<file path="config.mk">
export PLATFORM = sky130hd
export DESIGN_NAME = qlf_k4n8_cfg_loader
export DESIGN_NICKNAME = d
export VERILOG_FILES = /design/src/rtl/qlf_k4n8_cfg_loader.sv
export SDC_FILE = /design/constraint.sdc
export NUM_CORES = 1
export LEC_CHECK = 0
export BUFFER_PORTS_ARGS = -buffer_cell sky130_fd_sc_hd__buf_2
export CAP_MARGIN = 20
export CORE_MARGIN = 3
export CORE_UTILIZATION = 50
export DETAILED_ROUTE_END_ITERATION = 16
export GPL_TIMING_DRIVEN = 0
export PLACE_DENSITY_LB_ADDON = 0.05
export SLEW_MARGIN = 0
export SYNTH_ARGS = -nofsm -noshare
export SYNTH_HDL_FRONTEND = slang
export SYNTH_SLANG_ARGS = --single-unit
export TNS_END_PERCENT = 5
</file>
<file path="constraint.sdc">
create_clock -name C -period 2.3 [get_ports C]
set_input_delay 0 -clock C [delete_from_list [all_inputs] [get_ports C]]
set_output_delay 0 -clock C [all_outputs]
set_load 0.005 [all_outputs]
</file>
<file path="src/rtl/qlf_k4n8_cfg_loader.sv">
`default_nettype none
// ============================================================================
// Module  : qlf_k4n8_cfg_loader
// Purpose : Configuration frame loader for the K4N8 logic-cell scan chain.
//           Accepts config words over a valid/ready stream and serialises
//           exactly CHAIN_LEN bits, LSB first, onto the chain head. It then
//           pulses cfg_latch for one cycle so the cells capture the frame.
// Ports   : C         - clock, all state updates on posedge
//           R         - synchronous reset, active-high
//           start     - begin a frame (honoured only when idle or done)
//           in_data   - config word, bit 0 shifted first
//           in_valid  - in_data valid
//           in_ready  - loader accepts in_data this cycle
//           scan_d    - serial bit to chain head
//           scan_en   - chain shift enable
//           cfg_latch - one-cycle capture pulse after the last bit
//           busy      - frame in progress (LOAD, SHIFT, LATCH)
//           done      - frame complete; cleared by the next accepted start
// Revision: 1.0 - initial release
// ============================================================================
module qlf_k4n8_cfg_loader #(
  parameter int WORD_W    = 8,
  parameter int CHAIN_LEN = 128,
  parameter int CNT_W     = $clog2(CHAIN_LEN + 1)
) (
  input  logic              C,
  input  logic              R,
  input  logic              start,
  input  logic [WORD_W-1:0] in_data,
  input  logic              in_valid,
  output logic              in_ready,
  output logic              scan_d,
  output logic              scan_en,
  output logic              cfg_latch,
  output logic              busy,
  output logic              done
);

  localparam int WB_W = $clog2(WORD_W + 1);

  typedef enum logic [2:0] {
    S_IDLE  = 3'd0,
    S_LOAD  = 3'd1,
    S_SHIFT = 3'd2,
    S_LATCH = 3'd3,
    S_DONE  = 3'd4
  } state_t;

  state_t            state_q, state_d;
  logic [CNT_W-1:0]  bits_left_q, bits_left_d;
  logic [WB_W-1:0]   word_bits_q, word_bits_d;
  logic [WORD_W-1:0] sreg_q, sreg_d;
  logic              scan_d_q, scan_en_q, cfg_latch_q;

  // --------------------------------------------------------------------------
  // Next-state logic
  // --------------------------------------------------------------------------
  always_comb begin
    state_d     = state_q;
    bits_left_d = bits_left_q;
    word_bits_d = word_bits_q;
    sreg_d      = sreg_q;

    case (state_q)
      S_IDLE, S_DONE: begin
        if (start) begin
          state_d     = S_LOAD;
          bits_left_d = CNT_W'(CHAIN_LEN);
        end
      end

      S_LOAD: begin
        // in_ready is high throughout LOAD, so in_valid alone is the handshake
        if (in_valid) begin
          sreg_d      = in_data;
          word_bits_d = WB_W'(WORD_W);
          state_d     = S_SHIFT;
        end
      end

      S_SHIFT: begin
        sreg_d = sreg_q >> 1;
        if (word_bits_q != '0) word_bits_d = word_bits_q - WB_W'(1);
        if (bits_left_q != '0) bits_left_d = bits_left_q - CNT_W'(1);
        // Frame end takes priority: leftover upper bits of a partial word
        // are simply dropped.
        if (bits_left_q <= CNT_W'(1)) begin
          state_d = S_LATCH;
        end else if (word_bits_q <= WB_W'(1)) begin
          state_d = S_LOAD;
        end
      end

      S_LATCH: state_d = S_DONE;

      default: state_d = S_IDLE;
    endcase
  end

  // --------------------------------------------------------------------------
  // State and output registers. The scan outputs are computed from the next
  // state so they line up with the state they belong to while staying flops.
  // --------------------------------------------------------------------------
  always_ff @(posedge C) begin
    if (R) begin
      state_q     <= S_IDLE;
      bits_left_q <= '0;
      word_bits_q <= '0;
      sreg_q      <= '0;
      scan_d_q    <= 1'b0;
      scan_en_q   <= 1'b0;
      cfg_latch_q <= 1'b0;
    end else begin
      state_q     <= state_d;
      bits_left_q <= bits_left_d;
      word_bits_q <= word_bits_d;
      sreg_q      <= sreg_d;
      scan_en_q   <= (state_d == S_SHIFT);
      scan_d_q    <= (state_d == S_SHIFT) ? sreg_d[0] : 1'b0;
      cfg_latch_q <= (state_d == S_LATCH);
    end
  end

  assign scan_d    = scan_d_q;
  assign scan_en   = scan_en_q;
  assign cfg_latch = cfg_latch_q;
  assign in_ready  = (state_q == S_LOAD);
  assign busy      = (state_q == S_LOAD) || (state_q == S_SHIFT) ||
                     (state_q == S_LATCH);
  assign done      = (state_q == S_DONE);

endmodule
`default_nettype wire

</file>
* Yosys cells after proc, flatten, opt, wreduce, memory -nomap -nowiden
Index checks and enable logic that the tools add are counted.
Word-level totals: register bits after elaboration 26, input port bits 12, output and inout port bits 6, logic and storage cells 48
Cells by class: add/sub/neg operators 2, $lt $le $gt $ge 2, eq/ne operators 10, multiplexer cells 13, bitwise operators 1, reductions and logical operators 12
Operators by type and width (number):
- $pmux 8 s2 | 2
- $mux 8 | 3
- $eq 3x2->1 const B | 4
- $mux 3 | 4
- $pmux 3 s4 | 1
- $le 8x1->1 const B | 1
- $mux 4 | 2
- $ne 2x2->1 const B | 4
- $pmux 4 s2 | 1
- $reduce_bool 8->1 | 1
- $sub 8x1->8 const B | 1
- $reduce_and 3->1 | 2
- $le 4x1->1 const B | 1
- $reduce_bool 2->1 | 2
- $reduce_bool 4->1 | 1
- $reduce_or 2->1 | 2
- $sub 4x1->4 const B | 1
- $eq 3x1->1 const B | 1
- $eq 3x3->1 const B | 1
- $logic_not 3->1 | 1
- $logic_or 1x1->1 | 2
- $reduce_and 2->1 | 1
- $not 1->1 | 1

* Depth between registers and ports, before layout
depth after elaboration 7, gate-level depth with buffers 7, depth with buffers taken out 6

* Worst setup path after synthesis
OpenSTA, ideal clock, no wires.
path type register to register, start point register bits_left_q[0], end point register bits_left_q[4], setup time 0.118 ns, data arrival time 1.496 ns, data required time 2.182 ns, setup slack 0.686 ns, stages on the path, launching flop included 8, buffers on the path 1, period minus slack after synthesis 1.614 ns, cells stage by stage dfxtp_1 inv_1 ha_1 or4b_1 buf_2 o2111ai_2 xor2_1 nor2_1
On the way: longest elaborated chain between the ends 3, elaborated cells on any way between the ends 6, those cells by class add/sub (1); eq/ne (1); mux (2); reduce/logical (2)
RTL lines:
- start, declared | line 50 | logic [CNT_W-1:0] bits_left_q, bits_left_d;
- start signal, assigned | line 115 | bits_left_q <= bits_left_d;
- $sub 8x1->8 / $reduce_bool 8->1 (equally long branches) | line 84 | if (bits_left_q != '0) bits_left_d = bits_left_q - CNT_W'(1);
- $mux 8 / $ne 2x2->1 (equally long branches)
- $pmux 8 s2 / $reduce_and 3->1 (equally long branches)
Several ways; a longest one is shown, not always the timed one. The select of a mux whose other input is x is not followed. A chain may end at the register's enable or synchronous reset.

* Worst setup path in the final report
start point register bits_left_q[0], end point register bits_left_q[0]
Same word-level chain as after synthesis.

==> results.sh <==
export IMPL_cts_root_buf="clkbuf_4"
export IMPL_setup_viol=0
export IMPL_fp_coreArea_mm2=0.00250
export IMPL_ant_nets=0
export IMPL_relSlewSlack_pct=68.2
export IMPL_drtIter0Drc=36
export IMPL_syn_to_final_growth_pct=19.5
export IMPL_grt_antenna_before_repair=0
export IMPL_design_die_area_mm2=0.00333
export IMPL_first_pass_iters=4
export IMPL_layout_min_cycle_time_ns=1.78
export IMPL_power_w=0.000944
export IMPL_fin_skew_ns=0.0112
export IMPL_cts_buffer_depth=2
export IMPL_vias=1151
export IMPL_netlist_area_leader_share_pct=39.0
export IMPL_num_fill_cells=212
export IMPL_fin_tns_setup_ns=0
export IMPL_ys_types=44
export IMPL_max_cap_violations=0
export IMPL_num_antenna_cells=0
export IMPL_start_kind="flop"
export IMPL_p_leak_nw=0.633
export IMPL_yosys_area_top_type="dfxtp_1"
export IMPL_maxSlewViolCount=0
export IMPL_synth_most_common_cell="dfxtp_1"
export IMPL_netlist_top_cells_area="dfxtp_1 (39%), ha_1 (5.6%), nor2_1 (5.3%)"
export IMPL_seq_area_frac_synth_pct=39.0
export IMPL_postCtsSetupRepairBufs=0
export IMPL_grt_pass1_wl_um=4660
export IMPL_hold_class="in2reg"
export IMPL_syn_cell_area_mm2=0.00134
export IMPL_crit_slowest_cell="or4b_1"
export IMPL_ctsHtreeMaxLevel=1
export IMPL_layout_worst_path_cycle_share_pct=77.2
export IMPL_vias_per_cell=5.51
export IMPL_rsz0062_at_grt="no"
export IMPL_place_hpwl_um=1880
export IMPL_place_congestion=0.788
export IMPL_remaining_drc_errors=0
export IMPL_synthArstFlopShare_pct=0
export IMPL_overflow=0
export IMPL_syn_area_per_cell_um2=8.90
export IMPL_fmax_ghz=0.563
export IMPL_synth_edf_count=0
export IMPL_synthesis_nets=168
export IMPL_final_hold_viol_count=0
export IMPL_synth_common_cells="dfxtp_1 (26), nor2_1 (19), a21oi_1 (13), nand2_1 (10), a22oi_1 (8)"
export IMPL_path_buf_inv=2
export IMPL_endpoint_kind="flop"
export IMPL_cts_tree="yes"
export IMPL_grt_use_total_pct=17.7
export IMPL_clock_latency_ns=0.33
export IMPL_die_w_um=57.7
export IMPL_yosys_warnings=0
export IMPL_grt_max_degree=16
export IMPL_cp_required_ns=2.56
export IMPL_clkSlewWorstSetupHoldPaths_ns=0.14
export IMPL_worst_ir_drop_vdd_mv=0.512
export IMPL_grt_pass1_vias=1088
export IMPL_cts_buffers=3
export IMPL_critPathMaxStageDelay_ns=0.42
export IMPL_die_h_um=57.7
export IMPL_ys_seq_elements=26
export IMPL_wire_per_inst_um=12.7
export IMPL_hold_ws_ns=0.0520
export IMPL_rows=18
export IMPL_crit_fanout=7
export IMPL_ioPinCount=18
export IMPL_status="complete, no violations"
export IMPL_numPortBuffers=16
export IMPL_synth_cells=150
export IMPL_path_cells="inv_1 > ha_1 > or4b_1 > buf_2 > o21ai_2 > nand3_1 > a21oi_1"
export IMPL_start_util_pct=53.4
export IMPL_routed_wl_um=2660
export IMPL_synthFlopType="dfxtp_1"
export IMPL_criticalPathCategory="reg2reg"
export IMPL_clock_sink_count=26
export IMPL_worstPathArrival_ns=2.03
export IMPL_tightest_slew_ns=0.477
export IMPL_p_per_area_mw_per_mm2=592
export IMPL_cp_top_family="simple AND/OR/NAND/NOR gates"
export IMPL_final_layout_size_suffix_gt1_share_pct=20.1
export IMPL_final_nets=198
==> logic make-up after synthesis <==
kind of cell | share of synthesized area (%)
compound gates | 20.7
xor+xnor | 3.94
fa+ha+maj | 5.62
buf+inv | 4.69
flops | 39.0
mux | 2.34
simple gates | 23.7
==> metal layers <==
metal  global-route usage [%]  vias up  part of all wire (%)
li1                         -      598                     -
met1                     22.1      526                    47
met2                     31.0       25                    48
met3                     4.68        2                   4.3
met4                     2.98        0                  0.41
met5                        0        -                     0
==> through the flow <==
step                setup slack, ns  utilization (%)  std cells  area [um2]
finish                        0.523             63.8        209        1600
global route                  0.347             63.8        209        1600
CTS                           0.511             63.8        209        1600
detailed placement            0.544             58.1        196        1450
global placement              0.579             58.1        196        1450
floorplan                     0.686                -        150        1340
==> registers in the layout, summed over array words and instances, names as in the netlist <==
name,flops
bits_left_q,8
sreg_q,8
word_bits_q,4
state_q,3
cfg_latch,1
scan_d,1
scan_en,1
==> timing repair <==
action                     CTS  global route
setup endpoints to repair    0             0
hold endpoints to repair     9             0
hold buffers                 9             0
gates resized for setup      0             0
==> placed cells by master (no fill, tap or decap), drive strengths merged, types with 2 or more instances in the layout <==
cell type,synthesis,final
nor4,2,2
buf,6,22
nand3b,2,2
o21ai,3,3
nand2,10,10
dfxtp,26,26
nand2b,5,5
dlygate4sd3,0,9
mux2i,2,2
o211ai,3,3
xor2,5,5
nor2,19,19
inv,6,6
nand3,3,3
or3,2,2
nand4,2,2
ha,6,6
nor3,4,4
a22oi,8,8
a21oi,14,14
clkbuf,2,5
a211o,2,2
==> where the power goes <==
part / internal (W) / switching [W]
clock network: 0.000176 / 0.000142
logic: 0.0000636 / 0.0000796
registers: 0.000468 / 0.0000142
==> tightest hold or removal path, stage by stage <==
cell and delay [ns]:
buf_2 0.11, o31a_1 0.16, a21boi_1 0.07
==> layout make-up <==
| type | count | area (um2) | share of cell area (%) |
|---|---|---|---|
| Buffer | 8 | 40.0 | 2.51 |
| Clock buffer | 3 | 22.5 | 1.41 |
| Clock inverter | 1 | 30.0 | 1.88 |
| Inverter | 6 | 22.5 | 1.41 |
| Multi-Input combinational cell | 110 | 752 | 47.1 |
| Sequential cell | 26 | 520 | 32.6 |
| Tap cell | 30 | 37.5 | 2.35 |
| Timing Repair Buffer | 25 | 170 | 10.7 |
==> worst paths after layout <==
kind	from	endpoint	slack (ns)	cells after the start
min reg2reg	sreg_q[2]$_SDFFE_PP0P_	sreg_q[2]$_SDFFE_PP0P_	0.47	2
min	in_valid	cfg_latch$_SDFF_PP0_	0.05	3
max reg2reg	bits_left_q[0]$_SDFFE_PP0P_	bits_left_q[0]$_SDFFE_PP0P_	0.52	7
max	bits_left_q[0]$_SDFFE_PP0P_	bits_left_q[0]$_SDFFE_PP0P_	0.52	7
Power figures use the tool's default switching activity.
